`config.mk`:
```
export PLATFORM = sky130hd
export DESIGN_NAME = mem_sched_rr
export DESIGN_NICKNAME = d
export VERILOG_FILES = /design/src/rtl/mem_sched_pkg.sv /design/src/rtl/mem_sched_rr_arb.sv /design/src/rtl/mem_sched_rr.sv
export SDC_FILE = /design/constraint.sdc
export NUM_CORES = 1
export LEC_CHECK = 0
export BUFFER_PORTS_ARGS = -buffer_cell sky130_fd_sc_hd__buf_2
export CORE_MARGIN = 2
export CORE_UTILIZATION = 40
export DETAILED_ROUTE_END_ITERATION = 6
export PLACE_DENSITY = 0.81
export SYNTH_ARGS = -nofsm -noshare
export SYNTH_HDL_FRONTEND = slang
export SYNTH_SLANG_ARGS = --single-unit
```
`constraint.sdc`:
```
create_clock -name clk -period 5.6 [get_ports clk]
set_clock_uncertainty 0.1 [all_clocks]
set_input_delay 0.28 -clock clk [delete_from_list [all_inputs] [get_ports clk]]
set_output_delay 0.28 -clock clk [all_outputs]
set_load 0.01 [all_outputs]
```
`src/rtl/mem_sched_pkg.sv`:
```
// Shared constants, width helpers and the round-robin pick function for the
// NPORTS-to-one memory scheduler.
package mem_sched_pkg;

  localparam int MEM_SCHED_AW = 16;
  localparam int MEM_SCHED_DW = 16;
  localparam int MAX_PORTS    = 16;

  typedef struct packed {
    logic       found;
    logic [3:0] idx;
  } rr_pick_t;

  function automatic int cnt_w(input int depth);
    return $clog2(depth + 1);
  endfunction

  function automatic int ptr_w(input int depth);
    return (depth > 1) ? $clog2(depth) : 1;
  endfunction

  function automatic int idx_w(input int n);
    return (n > 1) ? $clog2(n) : 1;
  endfunction

  // First eligible index scanning last+1, last+2, ... modulo nports.
  function automatic rr_pick_t rr_pick(input logic [MAX_PORTS-1:0] eligible,
                                       input logic [3:0]           last,
                                       input int                   nports);
    rr_pick_t   res;
    int         j;
    logic [3:0] jj;
    res = '0;
    for (int k = 1; k <= MAX_PORTS; k++) begin
      j  = (int'(last) + k) % nports;
      jj = 4'(j);
      if (k <= nports && !res.found && eligible[jj]) begin
        res.found = 1'b1;
        res.idx   = jj;
      end
    end
    return res;
  endfunction

endpackage

```
`src/rtl/mem_sched_rr_arb.sv`:
```
// Round-robin arbiter: eligible vector in, one-hot grant out; owns last_gnt,
// which resets to NPORTS-1 so port 0 wins the first arbitration.
module mem_sched_rr_arb
  import mem_sched_pkg::*;
#(
  parameter int NPORTS = 4
) (
  input  logic              clk,
  input  logic              rst,
  input  logic [NPORTS-1:0] eligible_i,
  output logic [NPORTS-1:0] gnt_o
);

  logic [3:0]           last_gnt_q;
  logic [3:0]           last_gnt_d;
  logic [MAX_PORTS-1:0] elig_ext;
  rr_pick_t             pick;

  // NOTE: every signal written here gets a default first, so no path leaves it
  // unassigned and no latch is inferred.
  always_comb begin
    elig_ext               = '0;
    elig_ext[NPORTS-1:0]   = eligible_i;
    pick                   = rr_pick(elig_ext, last_gnt_q, NPORTS);
    gnt_o                  = '0;
    for (int i = 0; i < NPORTS; i++) begin
      gnt_o[i] = pick.found && (pick.idx == 4'(i));
    end
    last_gnt_d = pick.found ? pick.idx : last_gnt_q;
  end

  // NOTE: state registers use non-blocking assignments so every flop samples
  // the pre-edge values regardless of process ordering.
  always_ff @(posedge clk) begin
    if (rst) last_gnt_q <= 4'(NPORTS - 1);
    else     last_gnt_q <= last_gnt_d;
  end

endmodule

```
`src/rtl/mem_sched_rr.sv`:
```
// Round-robin scheduler of NPORTS clients onto one in-order upstream memory port.
// Write forwarding is enabled by defining MEM_SCHED_WRITE_EN.
module mem_sched_rr
  import mem_sched_pkg::*;
#(
  parameter int NPORTS = 4,
  parameter int AW     = MEM_SCHED_AW,
  parameter int DW     = MEM_SCHED_DW,
  parameter int DEPTH  = 8
) (
  input  logic                       clk,
  input  logic                       rst,
  input  logic [NPORTS-1:0]          port_req,
  input  logic [NPORTS*AW-1:0]       port_addr,
  input  logic [NPORTS-1:0]          port_we,
  input  logic [NPORTS*DW-1:0]       port_wdata,
  output logic [NPORTS-1:0]          port_gnt,
  output logic [NPORTS-1:0]          port_rvalid,
  output logic [DW-1:0]              port_rdata,
  input  logic                       up_busy,
  output logic                       up_req,
  output logic                       up_we,
  output logic [AW-1:0]              up_addr,
  output logic [DW-1:0]              up_wdata,
  input  logic                       up_rvalid,
  input  logic [DW-1:0]              up_rdata,
  output logic [$clog2(DEPTH+1)-1:0] outstanding,
  output logic                       resp_err
);

  localparam int CW = cnt_w(DEPTH);
  localparam int PW = ptr_w(DEPTH);
  localparam int OW = idx_w(NPORTS);

  logic [OW-1:0]     owner_mem [DEPTH];
  logic [PW-1:0]     head_q, head_d, tail_q, tail_d;
  logic [CW-1:0]     count_q, count_d;
  logic              up_req_q, up_req_d, up_we_q, up_we_d;
  logic [AW-1:0]     up_addr_q, up_addr_d;
  logic [DW-1:0]     up_wdata_q, up_wdata_d;
  logic [NPORTS-1:0] port_rvalid_q, port_rvalid_d;
  logic [DW-1:0]     port_rdata_q, port_rdata_d;
  logic              resp_err_q, resp_err_d;

  logic [NPORTS-1:0]    is_write, eligible, gnt;
  logic [NPORTS*DW-1:0] wdata_in;
  logic                 fifo_full, fifo_empty, gnt_any, gnt_is_write, push, pop;
  logic [OW-1:0]        gnt_idx;
  logic [AW-1:0]        sel_addr;
  logic [DW-1:0]        sel_wdata;

`ifdef MEM_SCHED_WRITE_EN
  assign is_write = port_we;
  assign wdata_in = port_wdata;
`else
  // Without write support every request is a read and the write inputs are inert.
  logic unused_write_ports;
  assign unused_write_ports = ^{port_we, port_wdata};
  assign is_write = '0;
  assign wdata_in = '0;
`endif

  assign fifo_full  = (count_q == CW'(DEPTH));
  assign fifo_empty = (count_q == '0);

  always_comb begin
    for (int i = 0; i < NPORTS; i++) begin
      eligible[i] = !rst && port_req[i] && !up_busy && (is_write[i] || !fifo_full);
    end
  end

  mem_sched_rr_arb #(.NPORTS(NPORTS)) u_arb (
    .clk        (clk),
    .rst        (rst),
    .eligible_i (eligible),
    .gnt_o      (gnt)
  );

  always_comb begin
    gnt_idx      = '0;
    sel_addr     = '0;
    sel_wdata    = '0;
    gnt_is_write = 1'b0;
    for (int i = 0; i < NPORTS; i++) begin
      if (gnt[i]) begin
        gnt_idx      = OW'(i);
        sel_addr     = port_addr[i*AW +: AW];
        sel_wdata    = wdata_in[i*DW +: DW];
        gnt_is_write = is_write[i];
      end
    end
  end

  assign gnt_any = |gnt;
  assign push    = gnt_any && !gnt_is_write;
  assign pop     = up_rvalid && !fifo_empty;

  always_comb begin
    head_d        = head_q;
    tail_d        = tail_q;
    count_d       = count_q;
    up_req_d      = gnt_any;
    up_we_d       = up_we_q;
    up_addr_d     = up_addr_q;
    up_wdata_d    = up_wdata_q;
    port_rvalid_d = '0;
    port_rdata_d  = port_rdata_q;
    // A response with nothing outstanding is dropped and latched as an error.
    resp_err_d    = resp_err_q | (up_rvalid && fifo_empty);

    if (gnt_any) begin
      up_we_d    = gnt_is_write;
      up_addr_d  = sel_addr;
      up_wdata_d = sel_wdata;
    end
    if (push) head_d = head_q + PW'(1);
    if (pop) begin
      tail_d       = tail_q + PW'(1);
      port_rdata_d = up_rdata;
      for (int i = 0; i < NPORTS; i++) begin
        port_rvalid_d[i] = (owner_mem[tail_q] == OW'(i));
      end
    end
    case ({push, pop})
      2'b10:   count_d = count_q + CW'(1);
      2'b01:   count_d = count_q - CW'(1);
      default: count_d = count_q;
    endcase
  end

  always_ff @(posedge clk) begin
    if (rst) begin
      head_q        <= '0;
      tail_q        <= '0;
      count_q       <= '0;
      up_req_q      <= 1'b0;
      up_we_q       <= 1'b0;
      up_addr_q     <= '0;
      up_wdata_q    <= '0;
      port_rvalid_q <= '0;
      port_rdata_q  <= '0;
      resp_err_q    <= 1'b0;
    end else begin
      head_q        <= head_d;
      tail_q        <= tail_d;
      count_q       <= count_d;
      up_req_q      <= up_req_d;
      up_we_q       <= up_we_d;
      up_addr_q     <= up_addr_d;
      up_wdata_q    <= up_wdata_d;
      port_rvalid_q <= port_rvalid_d;
      port_rdata_q  <= port_rdata_d;
      resp_err_q    <= resp_err_d;
    end
  end

  // NOTE: the owner storage has no reset; an entry is only read after being
  // written, since count gates every pop.
  always_ff @(posedge clk) begin
    if (push) owner_mem[head_q] <= gnt_idx;
  end

  assign port_gnt    = gnt;
  assign port_rvalid = port_rvalid_q;
  assign port_rdata  = port_rdata_q;
  assign up_req      = up_req_q;
  assign up_we       = up_we_q;
  assign up_addr     = up_addr_q;
  assign up_wdata    = up_wdata_q;
  assign outstanding = count_q;
  assign resp_err    = resp_err_q;

endmodule

```
### After elaboration in Yosys (flattened, before gate mapping)

Memories as Yosys holds them, arrays and structs flattened. A register that Yosys moved wholly into a read port is not among the register bits.
Index checks and enable logic that the tools add are counted.

| operators by class | value |
|---|---|
| $add $sub $neg | 8 |
| $lt $le $gt $ge | 4 |
| eq/ne operators | 9 |
| mux-type cells | 24 |
| bitwise logic cells | 6 |
| reduce and logical (&&, ||, !) cells | 38 |

Operators with widths:

| kind | number |
|---|---|
| two-way mux 16 bit | 4 |
| logical AND 1 bit | 21 |
| < comparator 4 x 5 -> 1 bit, second input constant | 4 |
| two-way mux 5 bit | 4 |
| binary-select mux 1 bit (select 3 bit) | 4 |
| OR reduction 2 bit | 5 |
| equality test 4 x 2 -> 1 bit, second input constant | 2 |
| logical NOT 4 bit | 2 |
| one-hot mux 4 bit (2 select lines) | 1 |
| logical NOT 1 bit | 7 |
| two-way mux 1 bit | 7 |
| adder 3 x 1 -> 3 bit, second input constant | 2 |
| equality test 2 bit, second input constant | 3 |
| two-way mux 3 bit | 2 |
| adder 2 x 1 -> 2 bit, second input constant | 2 |
| adder 2 bit, second input constant | 2 |
| adder 4 x 1 -> 4 bit, second input constant | 1 |
| AND 1 bit, first input constant | 4 |
| equality test 2 x 1 -> 1 bit, second input constant | 2 |
| equality test 4 x 1 -> 1 bit, second input constant | 1 |
| equality test 4 bit, second input constant | 1 |
| two-way mux 2 bit | 2 |
| OR reduction 4 bit | 1 |
| subtractor 4 x 1 -> 4 bit, second input constant | 1 |
| 4 further kinds | 4 |

| word-level totals | value |
|---|---|
| flip-flop bits (word level) | 50 |
| bits in writable memories | 16 |
| input bits | 156 |
| word-level logic and storage cells | 99 |
| memories kept | 1 |

Memory list:

| name | words | width | rd ports | clocked after Yosys merged registers in | write ports | line | text |
|---|---|---|---|---|---|---|---|
| owner_mem | 8 | 2 | 1 | 1 | 1 | mem_sched_rr.sv:35 | `logic [OW-1:0] owner_mem [DEPTH];` |

### Depth between registers and ports, before layout

| depth | value |
|---|---|
| depth after elaboration | 22 |
| mapped depth | 12 |
| gate-level depth less buffers | 10 |

### Hierarchy

Synthesis repeated with hierarchy kept, for this count alone.

| second synthesis, totals | value |
|---|---|
| cell total of the unflattened synthesis | 365 |
| area, all modules | 3422.0 um^2 |

Modules (own cells, without submodules):

| module | times used | cells an instance | area each (um^2) |
|---|---|---|---|
| mem_sched_rr | 1 | 336 | 3215.6 |
| mem_sched_rr_arb | 1 | 29 | 206.4 |

### Worst setup path before layout

OpenSTA, ideal clock, no wires.

| path | value |
|---|---|
| kind | flip-flop to flip-flop |
| start | reg count_q[0], in the netlist outstanding[0] |
| end | reg count_q[3], in the netlist outstanding[3] |
| arrival time | 2.654 ns |
| required time | 5.430 ns |
| path slack | 2.776 ns |
| cell stages (with the launch flop) | 13 |
| path through | dfxtp_1 -> nor4b_4 -> a2111oi_4 -> inv_2 -> buf_2 -> buf_2 -> ha_1 -> ha_1 -> a21o_1 -> a21oi_1 -> xnor2_1 -> or3_1 -> a21oi_1 |

| between the ends | value |
|---|---|
| cells in the longest elaborated chain, start to end | 20 |

Ends and longest elaborated chain:

| element | line | text |
|---|---|---|
| from (decl) | mem_sched_rr.sv:37 | `logic [CW-1:0] count_q, count_d;` |
| from (signal assigned) | mem_sched_rr.sv:146 | `count_q <= count_d;` |
| equality test 4 bit | mem_sched_rr.sv:63 | `assign fifo_full = (count_q == CW'(DEPTH));` |
| logical NOT 1 bit | mem_sched_rr.sv:68 | `eligible[i] = !rst && port_req[i] && !up_busy && (is_write[i] \|\| !fifo_full);` |
| logical AND 1 bit | mem_sched_rr.sv:68 |  |
| binary-select mux 1 bit (select 3 bit) | mem_sched_pkg.sv:37 | `if (k <= nports && !res.found && eligible[jj]) begin` |
| two-way mux 1 bit (implied by the code) | mem_sched_pkg.sv:37 |  |
| two-way mux 5 bit | mem_sched_pkg.sv:37 |  |
| logical NOT 1 bit | mem_sched_pkg.sv:37 |  |
| logical AND 1 bit | mem_sched_pkg.sv:37 |  |
| [... 4 more ...] | -- |  |
| logical NOT 1 bit | mem_sched_pkg.sv:37 |  |
| logical AND 1 bit | mem_sched_pkg.sv:37 |  |
| two-way mux 5 bit | mem_sched_pkg.sv:37 |  |
| equality test 4 x 1 -> 1 bit (tied with other cells) | mem_sched_rr_arb.sv:27 | `gnt_o[i] = pick.found && (pick.idx == 4'(i));` |
| logical AND 1 bit | mem_sched_rr_arb.sv:27 |  |
| OR reduction 4 bit | mem_sched_rr.sv:94 | `assign gnt_any = \|gnt;` |
| equality test 2 x 1 -> 1 bit / equality test 2 bit (equally long branches) | mem_sched_rr.sv:124 | `case ({push, pop})` |
| one-hot mux 4 bit (2 select lines) / nonzero test 2 bit (equally long branches) | -- |  |

Several ways; a longest one is shown, not always the timed one. The select of a mux whose other input is x is not followed.
A chain may end at the register's enable or synchronous reset.

### Worst setup path after layout

Ends and elaborated chain as after synthesis.

==> metrics.md <==
| Metric | Value |
|---|---|
| Status | finished, final reports clean |
| CP arrival | 3.90 ns |
| Vias per cell | roughly 5.0 |
| Pwr Density | approximately 380 nW/um^2 |
| CP peak stage delay | 0.64 ns |
| Cell Area, Synth | ~3400 um^2 |
| IO Pins | 219 |
| Max clock buf depth | 2 |
| Total grt overflow | 0 |
| Synth cell types | 44 |
| Period minus WS final | between 3 and 4 ns |
| Max Transition Viols Final | 0 |
| Fillers | ~780 |
| Share of the synthesized area in the top cell type | 0.3155 |
| Met3 usage | 0.04150 |
| Fin. Hold Viols | 0 |
| Placed Area | about 4000 um^2 |
| WP data required | approximately 5.8 ns |
| Row Count | 33 |
| Max_slew headroom | 0.2619 |
| Final Core Density | 0.5141 |
| Synth cell count leaders | 53 x dfxtp_1, 41 x nand2_1, 23 x a21oi_1, 23 x inv_1, 20 x nor2_1 |
| Synth Area in Compound Gates | 0.2370 |
| Synth area leaders | dfxtp_1 32%, edfxtp_1 14%, a221o_1 4.8%, o21ba_2 4.8%, nand2_1 4.6% |
| Wirelength per Cell | about 14 um |
| Largest net degree at the start of global routing | 52 |
| CP Capture Type | register |
| Final Non-Filler Cells | 570 |
| Critical path launch point type | register |
| Worst-path fanout max | 20 |
| Starting Density | 0.4114 |
| Grt met2 use | 0.2972 |
| Max_cap viols | 0 |
| Layout cells sized above 1 | 0.3935 |
| Number of global-route vias before repair | between 2k and 3k |
| Hold Crit Class | input pin to register |
| Num CTS Buffers | 9 |
| RePlAce Congestion | 0.7249 |
| H-Tree Depth | 3 |
| CORE AREA | about 8200 um^2 |
| Syn Area/Cell | 9.980 um^2 |
| Total Wirelength | 7.753 mm |
| CTS root buf | clkbuf_8 |
| Count leader, synth | dfxtp_1 |
| Die Y | ~96 um |
| Post-synth top flop | dfxtp_1 |
| Period utilization | 0.6678 |
| Synth Instances | 337 |
| Starting DRT DRC Count | roughly 120 |
| Min-delay src | up_rdata[3] |
| # setup viols final | 0 |
| ANT nets after route | 0 |
| Buf/Inv on CP | 1 |
| Critical Path, Cell by Cell | nor4_1 -> nand2b_1 -> inv_1 -> ha_1 -> ha_1 -> a21o_1 -> a21oi_1 -> xnor2_1 -> or3_1 -> a21oi_1 |
| First-pass GRT wire length | 12.16 mm |
| Highest clock rate | 0.2674 GHz |
| Cts repair resizes | 0 |
| DIE AREA | a little over 9000 um^2 |
| Worst-path clk slew | approximately 0.080 ns |
| VDD IR max | ~0.14 mV |
| RSZ-0062 raised after global routing | false |
| Reg-to-Reg Start | outstanding[0]$_SDFFE_PP0P_ |
| Setup TNS | 0 ns |
| Total Routing Usage GR | 0.1720 |
| Remaining DRCs | 0 |
| Crit path max-delay family | simple AND/OR/NAND/NOR gates |
| Hold Worst Slack | between 0.06 and 0.07 ns |
| Hold_buf cts | 0 |
| Total number of vias | approximately 2.9k |
| Sink Count | 69 |
| Post-synthesis mux area share | 0.03609 |
| YS warnings | 0 |
| Area Growth Syn to Fin | 24.96% |
| Post-synth EDFFs | 16 |
| Width of the die | ~96 um |
| Async S/R FF share, synth | 0 |
| Post-synthesis sequential area ratio | 0.4583 |
| DP Cell Count | ~550 |
| Post-DP HPWL | approximately 5.7 mm |
| Simple-Gate Fraction of Synth Area | 0.1283 |
| Post-synthesis xor/xnor area fraction | 0.01823 |
| Clk Latency, worst-skew pair | ~0.34 ns |
| PortBufs | between 100 and 150 |
| Adder-Cell Fraction of Synth Area | 0.02455 |
| Initial antenna violation count | 0 |
| Seq cells post-synth | 69 |
| GRT Max-Usage Layer | met2 |
| CTS tree | built |
| Design area | about 4200 um^2 |
| Met1 layer usage reported by global route | 0.1928 |
| Nets | slightly above 600 |
| Slowest cell on crit path | nand2b_1 |
| LEAKAGE | between 1.5 and 2 nW |
| CP startpoint | outstanding[0]$_SDFFE_PP0P_ |
| # diodes | 0 |
| Post-synth top area cell | dfxtp_1 |
| Crit Path Category | register to register |
| Pre-antenna DRT Iters | 4 |
| Post-CTS Setup Bufs | 0 |
| Largest family of logic cells by synthesized area | compound AO/OA/AOI/OAI gates |
| Measured slew at the worst slew-check pin | between 1 and 1.5 ns |
cell type report:
cell class / instances / area [um^2] / area share
Clock buffer: 11 / 151.4 / 0.03602
Clock inverter: 5 / 57.56 / 0.01369
Inverter: 24 / 90.09 / 0.02143
Multi-Input combinational cell: 222 / 1558 / 0.3706
Sequential cell: 69 / 1541 / 0.3668
Tap cell: 105 / 131.4 / 0.03126
Timing Repair Buffer: 134 / 673.1 / 0.1602
routing by layer:
metal | up-vias | part of all wire
met5 | - | 0
met4 | 0 | 0.025
met3 | 17 | 0.071
met2 | 116 | 0.50
met1 | 1315 | 0.41
li1 | 1419 | -
logic make-up (layout without fill, tap and decap cells):
logic type	Yosys count	after routing
other cells	1	17
xor+xnor	7	7
mux	7	7
simple gates	87	87
buf+inv	62	174
flops	69	69
compound gates	98	98
fa+ha+maj	6	6
worst reg2reg max path, cell delays in order (launching register included):
cell	delay, ns
dfxtp_1	0.39
nor4_1	0.50
nand2b_1	0.64
inv_1	0.50
ha_1	0.37
ha_1	0.29
a21o_1	0.17
a21oi_1	0.17
xnor2_1	0.09
or3_1	0.30
a21oi_1	0.14
flip-flops by register name (all words and copies together), names as in the netlist, named ones only:
name              count
up_req                1
port_rvalid           4
port_rdata           16
u_arb.last_gnt_q      2
resp_err              1
head_q                3
outstanding           4
tail_q                3
up_addr              16
owner_mem            16
power by group:
group	internal, mW	total [mW]	leakage, nW	switching [mW]
sequential	0.597	0.662	0.584	0.0656
clock	0.231	0.422	0.110	0.191
combinational	0.225	0.508	1.16	0.283
cells in the final DEF, fill, tap and decap left out, drive strengths merged, types with 2 or more instances in the layout:
master	instances
dfxtp	53
nor4	3
clkinv	3
xnor2	3
buf	134
nor2	20
ha	5
nor4b	3
clkbuf	11
xor2	4
o221a	16
inv	25
o21ai	19
mux4	4
nand2	42
edfxtp	16
mux2i	2
conb	17
nor3b	3
a221o	16
a211o	3
or3	2
nor3	5
a21oi	23
nand2b	5
o21ba	16
path summary, 6_finish.rpt:
path                                       to  slack (ns)  cells past startpoint
hold reg to reg    port_rdata[2]$_SDFFE_PP0P_        0.35                      2
hold / removal     port_rdata[3]$_SDFFE_PP0P_        0.07                      3
setup reg to reg  outstanding[3]$_SDFFE_PP0P_        1.86                     10
setup / recovery  outstanding[3]$_SDFFE_PP0P_        1.86                     10
per-stage QoR:
| step | total power, mW | setup slack, ns |
|---|---|---|
| 6_report | 1.592 | 1.860 |
| 5_1_grt | 1.698 | 1.502 |
| 4_1_cts | 1.611 | 1.866 |
| 3_5_place_dp | 1.184 | 1.898 |
| 3_3_place_gp | 1.163 | 1.910 |
| 2_1_floorplan | 1.027 | 2.776 |
Note: power is estimated with default switching activity, not from simulation.
